--- config.mk ---
export PLATFORM = sky130hd
export DESIGN_NAME = jtag_ram_arbiter_flat
export DESIGN_NICKNAME = d
export VERILOG_FILES = /design/src/rtl/jtag_ram_arbiter_pkg.sv /design/src/rtl/jtag_ram_arbiter_if.sv /design/src/rtl/jtag_ram_arbiter_rr_arb2.sv /design/src/rtl/jtag_ram_arbiter.sv /design/src/flat_wrapper.sv
export SDC_FILE = /design/constraint.sdc
export NUM_CORES = 1
export LEC_CHECK = 0
export CAP_MARGIN = 30
export CORE_MARGIN = 2
export CORE_UTILIZATION = 32
export DETAILED_ROUTE_END_ITERATION = 10
export GPL_ROUTABILITY_DRIVEN = 0
export PLACE_DENSITY_LB_ADDON = 0.05
export RECOVER_POWER = 100
export SYNTH_ARGS = -nofsm -noshare
export SYNTH_HDL_FRONTEND = slang
export SYNTH_SLANG_ARGS = --single-unit
--- constraint.sdc ---
create_clock -name clk_p -period 2 [get_ports clk_p]
set_clock_uncertainty 0.1 [all_clocks]
set_input_delay 0.3 -clock clk_p [delete_from_list [all_inputs] [get_ports clk_p]]
set_output_delay 0.3 -clock clk_p [all_outputs]
set_load 0.005 [all_outputs]
--- src/rtl/jtag_ram_arbiter_pkg.sv ---
// Shared types for the debug block RAM arbiter: width defaults, lock-FSM states,
// and the pipeline tag that follows each access to its read response.
package jtag_ram_pkg;

  localparam int unsigned DefAw = 9;
  localparam int unsigned DefDw = 32;

  typedef enum logic [1:0] {
    StFree,
    StOwnA,
    StOwnB
  } arb_state_e;

  // port: 0 = requester A, 1 = requester B
  typedef struct packed {
    logic port;
    logic is_read;
  } tag_t;

endpackage

--- src/rtl/jtag_ram_arbiter_if.sv ---
// Requester A/B request/response channels plus the single RAM port.
// Lock inputs exist only when ARB_LOCK_EN is defined.
interface jtag_ram_arbiter_if
  import jtag_ram_pkg::*;
#(
  parameter int unsigned AW = DefAw,
  parameter int unsigned DW = DefDw
) ();

  logic          a_valid, b_valid;
  logic          a_ready, b_ready;
  logic          a_we, b_we;
  logic [AW-1:0] a_addr, b_addr;
  logic [DW-1:0] a_wdata, b_wdata;
`ifdef ARB_LOCK_EN
  logic          a_lock, b_lock;
`endif
  logic          a_rvalid, b_rvalid;
  logic [DW-1:0] a_rdata, b_rdata;
  logic          ram_en, ram_we;
  logic [AW-1:0] ram_addr;
  logic [DW-1:0] ram_di;
  logic [DW-1:0] ram_do;

  // Arbiter side
  modport slave (
`ifdef ARB_LOCK_EN
    input  a_lock, b_lock,
`endif
    input  a_valid, b_valid, a_we, b_we, a_addr, b_addr, a_wdata, b_wdata, ram_do,
    output a_ready, b_ready, a_rvalid, b_rvalid, a_rdata, b_rdata,
    output ram_en, ram_we, ram_addr, ram_di
  );

  // Requesters and RAM side
  modport master (
`ifdef ARB_LOCK_EN
    output a_lock, b_lock,
`endif
    output a_valid, b_valid, a_we, b_we, a_addr, b_addr, a_wdata, b_wdata, ram_do,
    input  a_ready, b_ready, a_rvalid, b_rvalid, a_rdata, b_rdata,
    input  ram_en, ram_we, ram_addr, ram_di
  );

endinterface

--- src/rtl/jtag_ram_arbiter_rr_arb2.sv ---
// Combinational two-way round-robin grant; last_gnt_i = 1 means B was granted last.
module rr_arb2 (
  input  logic a_req_i,
  input  logic b_req_i,
  input  logic last_gnt_i,
  output logic gnt_a_o,
  output logic gnt_b_o
);

  always_comb begin
    gnt_a_o = a_req_i && (!b_req_i || last_gnt_i);
    gnt_b_o = b_req_i && (!a_req_i || !last_gnt_i);
  end

endmodule

--- src/rtl/jtag_ram_arbiter.sv ---
// Two-requester arbiter/sequencer for one debug block RAM port: grant, stage-1 RAM drive,
// stage-2 read routing. Define ARB_LOCK_EN to enable bounded-burst ownership locking.
module jtag_ram_arbiter
  import jtag_ram_pkg::*;
#(
  parameter int unsigned AW = DefAw,
  parameter int unsigned DW = DefDw
`ifdef ARB_LOCK_EN
  ,
  parameter int unsigned MAX_LOCK = 16
`endif
) (
  input logic              clk_p,
  input logic              rst_top,
  jtag_ram_arbiter_if.slave bus
);

  logic          rr_a, rr_b;
  logic          gnt_a, gnt_b, gnt_any;
  logic          last_gnt_q, last_gnt_d;
  logic          en_q, we_q;
  logic [AW-1:0] addr_q;
  logic [DW-1:0] di_q;
  tag_t          tag1_q, tag2_q;

  rr_arb2 u_rr_arb2 (
    .a_req_i    (bus.a_valid),
    .b_req_i    (bus.b_valid),
    .last_gnt_i (last_gnt_q),
    .gnt_a_o    (rr_a),
    .gnt_b_o    (rr_b)
  );

`ifdef ARB_LOCK_EN
  arb_state_e state_q, state_d;
  logic [7:0] cnt_q, cnt_d;
  logic       cnt_last;

  assign cnt_last = (32'(cnt_q) + 32'd1) >= MAX_LOCK;

  always_comb begin
    gnt_a   = 1'b0;
    gnt_b   = 1'b0;
    state_d = state_q;
    cnt_d   = cnt_q;
    unique case (state_q)
      StFree: begin
        gnt_a = rr_a;
        gnt_b = rr_b;
        // A one-beat lock limit never leaves the free state
        if (rr_a && bus.a_lock && MAX_LOCK > 1) begin
          state_d = StOwnA;
          cnt_d   = 8'd1;
        end else if (rr_b && bus.b_lock && MAX_LOCK > 1) begin
          state_d = StOwnB;
          cnt_d   = 8'd1;
        end
      end
      StOwnA: begin
        gnt_a = bus.a_valid;
        if (!bus.a_valid || !bus.a_lock || cnt_last) begin
          state_d = StFree;
          cnt_d   = 8'd0;
        end else begin
          cnt_d = cnt_q + 8'd1;
        end
      end
      StOwnB: begin
        gnt_b = bus.b_valid;
        if (!bus.b_valid || !bus.b_lock || cnt_last) begin
          state_d = StFree;
          cnt_d   = 8'd0;
        end else begin
          cnt_d = cnt_q + 8'd1;
        end
      end
      default: begin
        state_d = StFree;
        cnt_d   = 8'd0;
      end
    endcase
  end

  always_ff @(posedge clk_p or posedge rst_top) begin
    if (rst_top) begin
      state_q <= StFree;
      cnt_q   <= 8'd0;
    end else begin
      state_q <= state_d;
      cnt_q   <= cnt_d;
    end
  end
`else
  always_comb begin
    gnt_a = rr_a;
    gnt_b = rr_b;
  end
`endif

  assign gnt_any = gnt_a | gnt_b;

  always_comb begin
    last_gnt_d = last_gnt_q;
    if (gnt_b) begin
      last_gnt_d = 1'b1;
    end else if (gnt_a) begin
      last_gnt_d = 1'b0;
    end
  end

  always_ff @(posedge clk_p or posedge rst_top) begin
    if (rst_top) begin
      last_gnt_q <= 1'b0;
      en_q       <= 1'b0;
      we_q       <= 1'b0;
      addr_q     <= '0;
      di_q       <= '0;
      tag1_q     <= '0;
      tag2_q     <= '0;
    end else begin
      last_gnt_q <= last_gnt_d;
      en_q       <= gnt_any;
      we_q       <= gnt_any & (gnt_b ? bus.b_we : bus.a_we);
      if (gnt_any) begin
        addr_q <= gnt_b ? bus.b_addr : bus.a_addr;
        di_q   <= gnt_b ? bus.b_wdata : bus.a_wdata;
        tag1_q <= '{port: gnt_b, is_read: !(gnt_b ? bus.b_we : bus.a_we)};
      end
      // Only an enabled read beat yields a response
      tag2_q <= '{port: tag1_q.port, is_read: en_q & tag1_q.is_read};
    end
  end

  assign bus.a_ready  = gnt_a & ~rst_top;
  assign bus.b_ready  = gnt_b & ~rst_top;
  assign bus.ram_en   = en_q;
  assign bus.ram_we   = we_q;
  assign bus.ram_addr = addr_q;
  assign bus.ram_di   = di_q;
  assign bus.a_rvalid = tag2_q.is_read & ~tag2_q.port;
  assign bus.b_rvalid = tag2_q.is_read & tag2_q.port;
  assign bus.a_rdata  = bus.ram_do;
  assign bus.b_rdata  = bus.ram_do;

endmodule

--- src/flat_wrapper.sv ---
// flat-port wrapper written by rule: the top's interface ports become plain ports
module jtag_ram_arbiter_flat import jtag_ram_pkg::*;
#(
  parameter int unsigned AW = DefAw,
  parameter int unsigned DW = DefDw

)
  (clk_p, rst_top, bus_a_valid, bus_b_valid, bus_a_we, bus_b_we, bus_a_addr, bus_b_addr, bus_a_wdata, bus_b_wdata, bus_ram_do, bus_a_ready, bus_b_ready, bus_a_rvalid, bus_b_rvalid, bus_a_rdata, bus_b_rdata, bus_ram_en, bus_ram_we, bus_ram_addr, bus_ram_di);
  jtag_ram_arbiter_if #(.AW(AW), .DW(DW)) bus_i ();
  input logic clk_p;
  input logic rst_top;
  input wire logic [$bits(bus_i.a_valid)-1:0] bus_a_valid;
  input wire logic [$bits(bus_i.b_valid)-1:0] bus_b_valid;
  input wire logic [$bits(bus_i.a_we)-1:0] bus_a_we;
  input wire logic [$bits(bus_i.b_we)-1:0] bus_b_we;
  input wire logic [$bits(bus_i.a_addr)-1:0] bus_a_addr;
  input wire logic [$bits(bus_i.b_addr)-1:0] bus_b_addr;
  input wire logic [$bits(bus_i.a_wdata)-1:0] bus_a_wdata;
  input wire logic [$bits(bus_i.b_wdata)-1:0] bus_b_wdata;
  input wire logic [$bits(bus_i.ram_do)-1:0] bus_ram_do;
  output wire logic [$bits(bus_i.a_ready)-1:0] bus_a_ready;
  output wire logic [$bits(bus_i.b_ready)-1:0] bus_b_ready;
  output wire logic [$bits(bus_i.a_rvalid)-1:0] bus_a_rvalid;
  output wire logic [$bits(bus_i.b_rvalid)-1:0] bus_b_rvalid;
  output wire logic [$bits(bus_i.a_rdata)-1:0] bus_a_rdata;
  output wire logic [$bits(bus_i.b_rdata)-1:0] bus_b_rdata;
  output wire logic [$bits(bus_i.ram_en)-1:0] bus_ram_en;
  output wire logic [$bits(bus_i.ram_we)-1:0] bus_ram_we;
  output wire logic [$bits(bus_i.ram_addr)-1:0] bus_ram_addr;
  output wire logic [$bits(bus_i.ram_di)-1:0] bus_ram_di;
  assign bus_i.a_valid = bus_a_valid;
  assign bus_i.b_valid = bus_b_valid;
  assign bus_i.a_we = bus_a_we;
  assign bus_i.b_we = bus_b_we;
  assign bus_i.a_addr = bus_a_addr;
  assign bus_i.b_addr = bus_b_addr;
  assign bus_i.a_wdata = bus_a_wdata;
  assign bus_i.b_wdata = bus_b_wdata;
  assign bus_i.ram_do = bus_ram_do;
  assign bus_a_ready = bus_i.a_ready;
  assign bus_b_ready = bus_i.b_ready;
  assign bus_a_rvalid = bus_i.a_rvalid;
  assign bus_b_rvalid = bus_i.b_rvalid;
  assign bus_a_rdata = bus_i.a_rdata;
  assign bus_b_rdata = bus_i.b_rdata;
  assign bus_ram_en = bus_i.ram_en;
  assign bus_ram_we = bus_i.ram_we;
  assign bus_ram_addr = bus_i.ram_addr;
  assign bus_ram_di = bus_i.ram_di;
  jtag_ram_arbiter #(.AW(AW), .DW(DW)) u_core (.clk_p(clk_p), .rst_top(rst_top), .bus(bus_i));
endmodule
==> flow_metrics.env <==
export IMPL_status="finished, final reports clean"
export IMPL_powerDensity_nw_per_um2=708
export IMPL_yosys_area_top_type="dfrtp_1"
export IMPL_cts_tree="done"
export IMPL_layout_setup_ws_ns=0.0985
export IMPL_cp_max_fo=3
export IMPL_vias_per_cell=4.92
export IMPL_clock_latency_ns=0.30
export IMPL_setup_tns_ns=0
export IMPL_max_stage_delay_ns=0.44
export IMPL_gr_usage_all_layers_pct=16.9
export IMPL_worstMarginPinSlew_ns=0.780
export IMPL_placement_io_buffers=134
export IMPL_antennaDiodeCount=0
export IMPL_report_final_slew_viol_count=0
export IMPL_syn_inst=237
export IMPL_overflow=0
export IMPL_synth_top_area_share_pct=44.7
export IMPL_io_pins=231
export IMPL_hpwlAfterDp_mm=4.99
export IMPL_start_kind="register"
export IMPL_core_um2=8090
export IMPL_postSynthAreaPerCell_um2=11.1
export IMPL_syn_to_final_growth_pct=41.5
export IMPL_antenna_left=0
export IMPL_pre_cts_ws_ns=0.0218
export IMPL_cts_hold_buf=0
export IMPL_required_ns=1.60
export IMPL_hold_ws_ns=0.205
export IMPL_path_cells="buf_6 -> o21ai_4 -> nor2_1 -> clkdlybuf4s50_1"
export IMPL_cts_made_buffers=5
export IMPL_final_common_cell="clkdlybuf4s50_1"
export IMPL_drtPass1Iterations=4
export IMPL_grt_pass1_wl_mm=11.5
export IMPL_htree_levels=2
export IMPL_post_route_min_period_ns=1.90
export IMPL_hold_path_class="input pin to register"
export IMPL_fmax_mhz=526
export IMPL_hold_violations=0
export IMPL_place_area_um2=3580
export IMPL_dieHeight_um=94.7
export IMPL_rows=33
export IMPL_arrival_ns=1.50
export IMPL_netlist_area_um2=2630
export IMPL_slew_headroom_pct=48.0
export IMPL_die_area_um2=8970
export IMPL_drive_gt1_share_pct=10.1
export IMPL_numClockSinks=47
export IMPL_antenna_found_initial=0
export IMPL_p_leak_nw=1.41
export IMPL_yosys_register_bits=47
export IMPL_synth_cell_types=22
export IMPL_first_iter_violations=66
export IMPL_yosys_warnings=0
export IMPL_irDropWorstVdd_v=0.000329
export IMPL_setup_violations=0
export IMPL_nets=426
export IMPL_clockBufferDepth=2
export IMPL_start_util_pct=32.5
export IMPL_timing_final_crit_share_pct=95.1
export IMPL_netlist_top_cells_area="dfrtp_1, buf_4, o221a_1"
export IMPL_cp_num_buf_inv=2
export IMPL_final_cell_mix="clkdlybuf4s50_1, dfrtp_1, dlygate4sd3_1"
export IMPL_worst_setup_path_type="register to output port"
export IMPL_vias=2029
export IMPL_grt_max_degree=45
export IMPL_die_w_um=94.7
export IMPL_design_area_um2=3730
export IMPL_rsz0062_at_grt="false"
export IMPL_crit_family="buffers and inverters"
export IMPL_root_buffer="clkbuf_8"
export IMPL_clkTransAtPathRegs_ns=0.09
export IMPL_synth_fp_nets=357
export IMPL_cap_violations=0
export IMPL_synth_seq_area_share_pct=44.7
export IMPL_worst_path_max_delay_cell="clkdlybuf4s50_1"
export IMPL_end_kind="output port"
export IMPL_routed_wl_mm=7.43
export IMPL_first_global_vias=2114
export IMPL_routedWlPerCell_um=18.0
export IMPL_drc=0
## report_power, final
part,internal (W),switching [W]
clock network,0.000500,0.000335
logic,0.000435,0.000245
registers,0.00107,0.0000571
total,0.00200,0.000636
## routing by layer
layer  track usage, %  up-vias  part of all wire (%)
li1                 -      949                     -
met1             21.0      976                    42
met2             27.7       82                    49
met3             5.11       22                   7.4
met4             6.16        0                   2.0
met5                0        -                     0
## through the flow
stage	utilization, %	cells	power, W
after floorplan	-	237	0.00150
after global placement	44.3	402	0.00188
after detailed placement	44.3	402	0.00187
after CTS	45.9	410	0.00272
after global routing	46.0	412	0.00279
final	46.0	412	0.00264
## registers in the layout, summed over array words and instances, names as in the netlist
name and count:
u_core.bus.ram_addr 9, u_core.bus.ram_di 32, u_core.bus.ram_en 1, u_core.bus.ram_we 1
u_core.last_gnt_q 1, u_core.tag1_q 1, u_core.tag2_q 2
## tightest hold or removal path: stages
cell and delay [ns]:
buf_2 0.12, nand2_4 0.06, o21a_1 0.09
## what timing repair did
item                                   4_1_cts  5_1_grt
setup buffers                                0        2
endpoints found under the hold margin        0        0
resized for setup                            0        3
setup endpoints to repair                    0        2
## Yosys cell counts, drive strengths merged
master,count
buf,76
dfrtp,47
o221a,38
or3,37
clkbuf,6
o21ai,6
a31oi,4
and3,4
mux2i,4
inv,3
nor2,3
and2,2
nand2,2
a21oi,1
nand3,1
nor2b,1
o21a,1
or2,1
## kinds of logic after synthesis
family | count (synthesis) | share of synthesized area (%)
flip-flops | 47 | 44.7
buffers and inverters | 85 | 23.1
AO/OA/AOI/OAI | 50 | 19.0
AND/OR/NAND/NOR | 51 | 11.8
multiplexers | 4 | 1.52
## worst paths after layout
| path | start | endpoint | slack [ns] | depth (start not counted) |
|---|---|---|---|---|
| worst max-delay path | u_core.last_gnt_q | bus_a_ready | 0.1 | 4 |
| worst min-delay path | bus_a_valid | u_core.last_gnt_q | 0.21 | 3 |
| worst max register to register | u_core.last_gnt_q | u_core.bus.ram_di[10] | 0.36 | 4 |
| worst min register to register | u_core.tag1_q[0] | u_core.tag2_q[0] | 0.39 | 1 |
| max in group asynchronous | rst_top | u_core.bus.ram_addr[5] | 0.58 | 3 |
| min in group asynchronous | rst_top | u_core.bus.ram_addr[4] | 0.34 | 2 |
## final cells by class
cell class	count	area, um^2
sequential	47	1180
multi-input combinational	105	862
tap	105	131
inverter	3	11.3
fill	792	4370
timing repair buffer	144	1410
clock inverter	2	60.1
clock buffer	6	72.6
No activity file was read; power rests on OpenSTA's default activity.
